$ cat src/rtl/wrr_pkg.sv
// Shared types and helpers for the weighted round-robin packet arbiter
// and other round-robin blocks built on the same picker.
package wrr_pkg;

  typedef enum logic {
    IDLE = 1'b0,
    BUSY = 1'b1
  } state_e;

  function automatic int clog2(input int n);
    int r;
    int v;
    r = 0;
    v = n - 1;
    while (v > 0) begin
      r = r + 1;
      v = v >> 1;
    end
    return r;
  endfunction

  // Index of the highest set bit; callers pass a one-hot vector (up to 32 bits).
  function automatic int onehot_to_idx(input logic [31:0] v);
    int idx;
    idx = 0;
    for (int i = 0; i < 32; i++) begin
      if (v[i]) idx = i;
    end
    return idx;
  endfunction

endpackage

$ cat src/rtl/wrr_pkt_arbiter_rr_priority_picker.sv
// Combinational round-robin picker: first set bit of vec searching
// ptr+1, ptr+2, ... with wrap, ptr itself checked last.
module rr_priority_picker #(
  parameter int NUM_CH   = 4,
  parameter int ID_WIDTH = 2
) (
  input  logic [NUM_CH-1:0]   vec,
  input  logic [ID_WIDTH-1:0] ptr,
  output logic                found,
  output logic [NUM_CH-1:0]   onehot,
  output logic [ID_WIDTH-1:0] index
);

  logic [NUM_CH-1:0] rot;
  int                first;

  always_comb begin
    rot = '0;
    // rot[0] is the channel just after ptr, so find-first gives rotating priority
    for (int k = 0; k < NUM_CH; k++) begin
      rot[k] = vec[ID_WIDTH'((int'(ptr) + 1 + k) % NUM_CH)];
    end
    found = |rot;
    first = 0;
    for (int k = NUM_CH - 1; k >= 0; k--) begin
      if (rot[k]) first = k;
    end
    index  = found ? ID_WIDTH'((int'(ptr) + 1 + first) % NUM_CH) : '0;
    onehot = '0;
    if (found) onehot[index] = 1'b1;
  end

endmodule

$ cat src/rtl/wrr_pkt_arbiter.sv
// Packet-aware weighted round-robin arbiter: grants are held for a whole
// packet and each completed packet costs the winning channel one credit.
module wrr_pkt_arbiter
  import wrr_pkg::*;
#(
  parameter int NUM_CH       = 4,
  parameter int CREDIT_WIDTH = 4,
  parameter int ID_WIDTH     = clog2(NUM_CH)
) (
  input  logic                           clk,
  input  logic                           rst,
  input  logic [NUM_CH*CREDIT_WIDTH-1:0] weights,
  input  logic                           credit_load,
  input  logic [NUM_CH-1:0]              req,
  input  logic [NUM_CH-1:0]              req_last,
  input  logic                           ack,
  output logic [NUM_CH-1:0]              grant,
  output logic [ID_WIDTH-1:0]            grant_id,
  output logic                           busy,
  output logic [NUM_CH-1:0]              credit_avail
);

  // Handshake: a beat moves when grant[i] & req[i] & ack; it ends the
  // packet when req_last[i] is also high. Nothing else releases a grant.

  state_e                               state_q, state_d;
  logic [NUM_CH-1:0]                    grant_q, grant_d;
  logic [ID_WIDTH-1:0]                  grant_id_q, grant_id_d;
  logic [ID_WIDTH-1:0]                  ptr_q, ptr_d;
  logic [NUM_CH-1:0][CREDIT_WIDTH-1:0]  credit_q, credit_d;
  logic [NUM_CH-1:0][CREDIT_WIDTH-1:0]  weight_w;

  logic [NUM_CH-1:0]   enabled, active, eligible;
  logic                pick_found;
  logic [NUM_CH-1:0]   pick_onehot;
  logic [ID_WIDTH-1:0] pick_idx;
  logic [ID_WIDTH-1:0] cur_idx;
  logic                pkt_end;

  assign weight_w = weights;

  always_comb begin
    for (int i = 0; i < NUM_CH; i++) begin
      enabled[i]      = weight_w[i] != '0;
      credit_avail[i] = credit_q[i] != '0;
    end
  end

  assign active   = req & enabled;
  assign eligible = active & credit_avail;

  rr_priority_picker #(
    .NUM_CH   (NUM_CH),
    .ID_WIDTH (ID_WIDTH)
  ) u_picker (
    .vec    (eligible),
    .ptr    (ptr_q),
    .found  (pick_found),
    .onehot (pick_onehot),
    .index  (pick_idx)
  );

  assign cur_idx = ID_WIDTH'(onehot_to_idx(32'(grant_q)));
  assign pkt_end = (state_q == BUSY) && ack && (|(grant_q & req & req_last));

  always_comb begin
    state_d    = state_q;
    grant_d    = grant_q;
    grant_id_d = grant_id_q;
    ptr_d      = ptr_q;
    credit_d   = credit_q;
    case (state_q)
      IDLE: begin
        if (pick_found) begin
          grant_d    = pick_onehot;
          grant_id_d = pick_idx;
          ptr_d      = pick_idx;
          state_d    = BUSY;
        end else if (|active) begin
          // Someone enabled wants service but all credit is spent: refill.
          credit_d = weight_w;
        end
      end
      BUSY: begin
        if (pkt_end) begin
          if (credit_q[cur_idx] != '0) begin
            credit_d[cur_idx] = credit_q[cur_idx] - CREDIT_WIDTH'(1);
          end
          grant_d    = '0;
          grant_id_d = '0;
          state_d    = IDLE;
        end
      end
      default: state_d = IDLE;
    endcase
    if (credit_load) credit_d = weight_w;
  end

  always_ff @(posedge clk or posedge rst) begin
    if (rst) begin
      state_q    <= IDLE;
      grant_q    <= '0;
      grant_id_q <= '0;
      ptr_q      <= ID_WIDTH'(NUM_CH - 1);
      credit_q   <= '0;
    end else begin
      state_q    <= state_d;
      grant_q    <= grant_d;
      grant_id_q <= grant_id_d;
      ptr_q      <= ptr_d;
      credit_q   <= credit_d;
    end
  end

  assign grant    = grant_q;
  assign grant_id = grant_id_q;
  assign busy     = (state_q == BUSY);

endmodule

$ cat config.mk
export PLATFORM = sky130hd
export DESIGN_NAME = wrr_pkt_arbiter
export DESIGN_NICKNAME = d
export VERILOG_FILES = /design/src/rtl/wrr_pkg.sv /design/src/rtl/wrr_pkt_arbiter_rr_priority_picker.sv /design/src/rtl/wrr_pkt_arbiter.sv
export SDC_FILE = /design/constraint.sdc
export NUM_CORES = 1
export LEC_CHECK = 0
export BUFFER_PORTS_ARGS = -buffer_cell sky130_fd_sc_hd__buf_4
export CAP_MARGIN = 20
export CELL_PAD_IN_SITES_DETAIL_PLACEMENT = 1
export CELL_PAD_IN_SITES_GLOBAL_PLACEMENT = 1
export CORE_ASPECT_RATIO = 1.2
export CORE_MARGIN = 2
export CORE_UTILIZATION = 30
export CTS_CLUSTER_DIAMETER = 150
export CTS_CLUSTER_SIZE = 25
export DETAILED_ROUTE_END_ITERATION = 10
export GPL_ROUTABILITY_DRIVEN = 0
export GPL_TIMING_DRIVEN = 0
export PLACE_DENSITY_LB_ADDON = 0.1
export SLEW_MARGIN = 5
export SYNTH_ARGS = -nofsm -noshare
export SYNTH_HDL_FRONTEND = slang
export SYNTH_SLANG_ARGS = --single-unit
export TNS_END_PERCENT = 100
$ cat constraint.sdc
create_clock -name clk -period 3.49 [get_ports clk]
set_input_delay 0.5235 -clock clk [delete_from_list [all_inputs] [get_ports clk]]
set_output_delay 0.5235 -clock clk [all_outputs]
set_load 0.03 [all_outputs]
==> results.toml <==
[status]
status = "completed"

[global_route]
grt_util_met3_pct = 2.24
grt.met1_usage_pct = 23.9
met2_usage_pct = 32.3
grt_overflow_total = 0
grt_usage_pct = 18.6
gr-max-usage-layer = "met2"
grt_antenna_before_repair = 0
grt_max_degree = 26
first_pass_grt_wire_length_mm = 10.3
number_of_global_route_vias_before_repair = 1873

[clocking]
clkSinkCount = 25
cts_tree = "done"
cts_root_buffer = "clkbuf_8"
clk_latency_ns = 0.29
cts-buffers-inserted = 3
clock_tree.buffer_depth = 2
cts.htree.levels = 1
clk_pin_slew_worst_paths_ns = 0.11

[worst_setup_path]
worst-endpoint-arrival_ns = 3.40
timing.setup.critical_path_class = "in -> reg"
critical_path.cell_chain = "buf_4, o41ai_4, o22ai_1, or3b_2, o2111ai_1, ha_1, xor2_1, a21o_1, a41oi_1, a2111oi_4, a21oi_2, a32o_2"
cp_slowest_cell = "o41ai_4"
worst_path_largest_cell_delay_ns = 0.49
crit_path_max_fanout = 6
crit_path_end_kind = "flop"
cpLargestDelayFamily = "compound AO/OA/AOI/OAI gates"
worstPathRequired_ns = 3.68
category_of_the_worst_setup_path_launch_point = "primary input"
path_buf_inv = 1

[floorplanning]
die_area_sq_um = 7210
fp.coreArea_sq_um = 6370
chipHeight_microns = 92.6
rows = 32
ioPinCount = 39
floorplan.initialDensity_pct = 30.9
die_w_microns = 77.9

[logic_synthesis]
postSynth.asyncResetShare_pct = 100
synth.lib_cells_used.distinct = 59
postSynthRegisterBits = 25
synth_top_family_by_area = "compound AO/OA/AOI/OAI gates"
netlist.top_cell.by_area = "dfrtp_1"
synthXorXnorAreaFrac_pct = 1.78
synth_commonest_cells = "23 x dfrtp_1, 23 x nand2_1, 13 x inv_1, 13 x nor2_1"
syn_nets = 235
synth_fa_ha_area_share_pct = 1.91
synth_top_area_share_pct = 29.3
synth_sequential_area_ratio_pct = 32.0
synth-simple-area-share_pct = 18.2
ys_warn_count = 0
synth_mux_area_share_pct = 3.76
synth_ff_type = "dfrtp_1"
synth-edff-count = 0
avgSynthCellArea_sq_um = 9.63
syn-cell-area_sq_um = 1960
yosys-top-cells-area = "dfrtp_1 29%, o41ai_4 5.6%, nand2_1 4.4%, o22ai_1 3.8%, nor4_4 3.2%"
number_of_standard_cells_after_synthesis = 204
synth_compound_area_share_pct = 36.6

[timing]
timing_max_transition_violations_final = 0
fin_worst_hold_slack_ns = 0.161
grt_setup_unrepaired = "no"
timing.setup.tns_ns = 0
hold_violations = 0
post-route-min-period_ns = 3.21
share_of_the_cycle_needed_by_the_critical_path_after_routing_pct = 92.1
timing.slew.headroom_pct = 56.0
maxClockFrequency_mhz = 311
setup-violations-final = 0
max_slew.worst_pin.slew_ns = 0.656
clock_skew_ns = 0.00564

[power]
p_clk_share_pct = 10.2
leakagePower_nw = 1.04
internal_power_mw = 0.977
power.density_nw_per_um2 = 784
sw_frac_of_total_pct = 50.0
power_frac_seq_pct = 28.6
p_comb_share_pct = 61.2
vdd_drop_max_mv = 0.441
switching_power_mw = 0.978

[cells_and_area]
post_route_cells_drive_above_1_share_pct = 33.1
postLayoutCellArea_sq_um = 2490
layout.cells.non_filler = 339
nNetsFinal = 286
areaGrowthSynthToFinish_pct = 27.0
diodes = 0

[placed_design]
dp.cells = 327
dpl.hpwl_mm = 5.14
dpl-instance-area_sq_um = 2360
port_buffers = 38

[hold_path]
timing.hold.worst.class = "in -> async"

[routing]
drt_first_iter_violations = 75
post-route-drc-count = 0
detail_route.vias_per_cell = 5.39
antenna_left = 0
route.vias.total = 1826
wl_mm = 6.59
wl_per_instance_microns = 19.4
drt-pass1-iter-count = 4

[run]
max-cap-violations = 0
## sequential cells by signal (all words and copies together), names as in the netlist
register	flops
busy	1
credit_q	16
grant	4
grant_id	2
ptr_q	2
## power groups by stage
stage | Combinational [mW] | Clock, mW | Sequential, mW
after global placement | 1.17 | 0 | 0.555
after global routing | 1.30 | 0.213 | 0.576
after CTS | 1.19 | 0.201 | 0.558
final | 1.20 | 0.200 | 0.558
after floorplan | 0.815 | 0 | 0.566
after detailed placement | 1.18 | 0 | 0.557
## metal layers
layer,part of all wire [%],vias to the layer above,wire (microns)
li1,-,888,-
met1,44,895,2910
met2,50,34,3310
met3,3.7,9,242
met4,1.9,0,127
met5,0,-,0
## final timing paths
check,cells past startpoint,slack (ns),start,endpoint
min in group clk,2,0.50,grant_id[0],grant_id[0]
max in group asynchronous,3,2.84,rst,ptr_q[0]
worst min-delay path,2,0.16,rst,credit_q[6]
worst max-delay path,12,0.28,weights[10],grant[1]
worst max register to register,12,0.29,credit_q[3],grant[1]
worst min register to register,2,0.50,grant_id[0],grant_id[0]
## final cells by class
class,count,area (sq um)
inverter,14,52.6
fill,726,3870
buffer,10,61.3
clock inverter,1,8.76
sequential,25,628
timing repair buffer,46,365
tap,85,106
clock buffer,3,41.3
multi-input combinational,155,1230
## logic make-up after synthesis
kind of cell,after synthesis
xor gates and xnor gates,4
muxes,6
DFF,25
buffers and inverters,24
and+or+nand+nor,62
adders and majority gates,3
AOI/OAI and AO/OA,80
## timing repair
| item | CTS | global route |
|---|---|---|
| resized for setup | 1 | 0 |
| setup buffers | 0 | 7 |
| pin swaps | 0 | 4 |
| hold buffers | 0 | 0 |
| endpoints found under the hold margin | 0 | 0 |
| setup endpoints to repair | 2 | 6 |
## stage by stage
step	setup slack [ns]	power [mW]	util (%)
floorplan	0.345	1.38	-
global placement	-0.120	1.72	37.0
detailed placement	-0.164	1.74	37.0
CTS	0.0622	1.94	37.9
global route	0.0176	2.09	39.2
finish	0.277	1.96	39.2
## cell usage in the layout, fill, tap and decap left out, types with 2 or more instances in the layout
cell type	synthesis	final
buf_4	1	46
o21ai_0	12	12
dfrtp_1	23	23
ha_1	3	3
o41ai_4	4	4
nor2_1	13	13
clkbuf_1	3	3
nor2b_1	5	5
inv_1	13	13
nand2_1	23	23
nor4_4	3	4
a2111oi_4	2	2
a222oi_1	2	2
o22ai_2	2	2
nor3_1	4	4
o22ai_1	12	12
xnor2_1	2	2
a2bb2oi_1	7	7
a21oi_1	9	9
nand3_1	3	3
and3_1	2	2
a221o_1	3	3
a21oi_2	3	3
mux2i_1	4	4
clkbuf_8	0	3
a31oi_1	5	5
dfstp_2	2	2
buf_2	3	3
xor2_1	2	2
buf_6	2	2
a41oi_1	2	2
(Power assumes the default switching activity.)
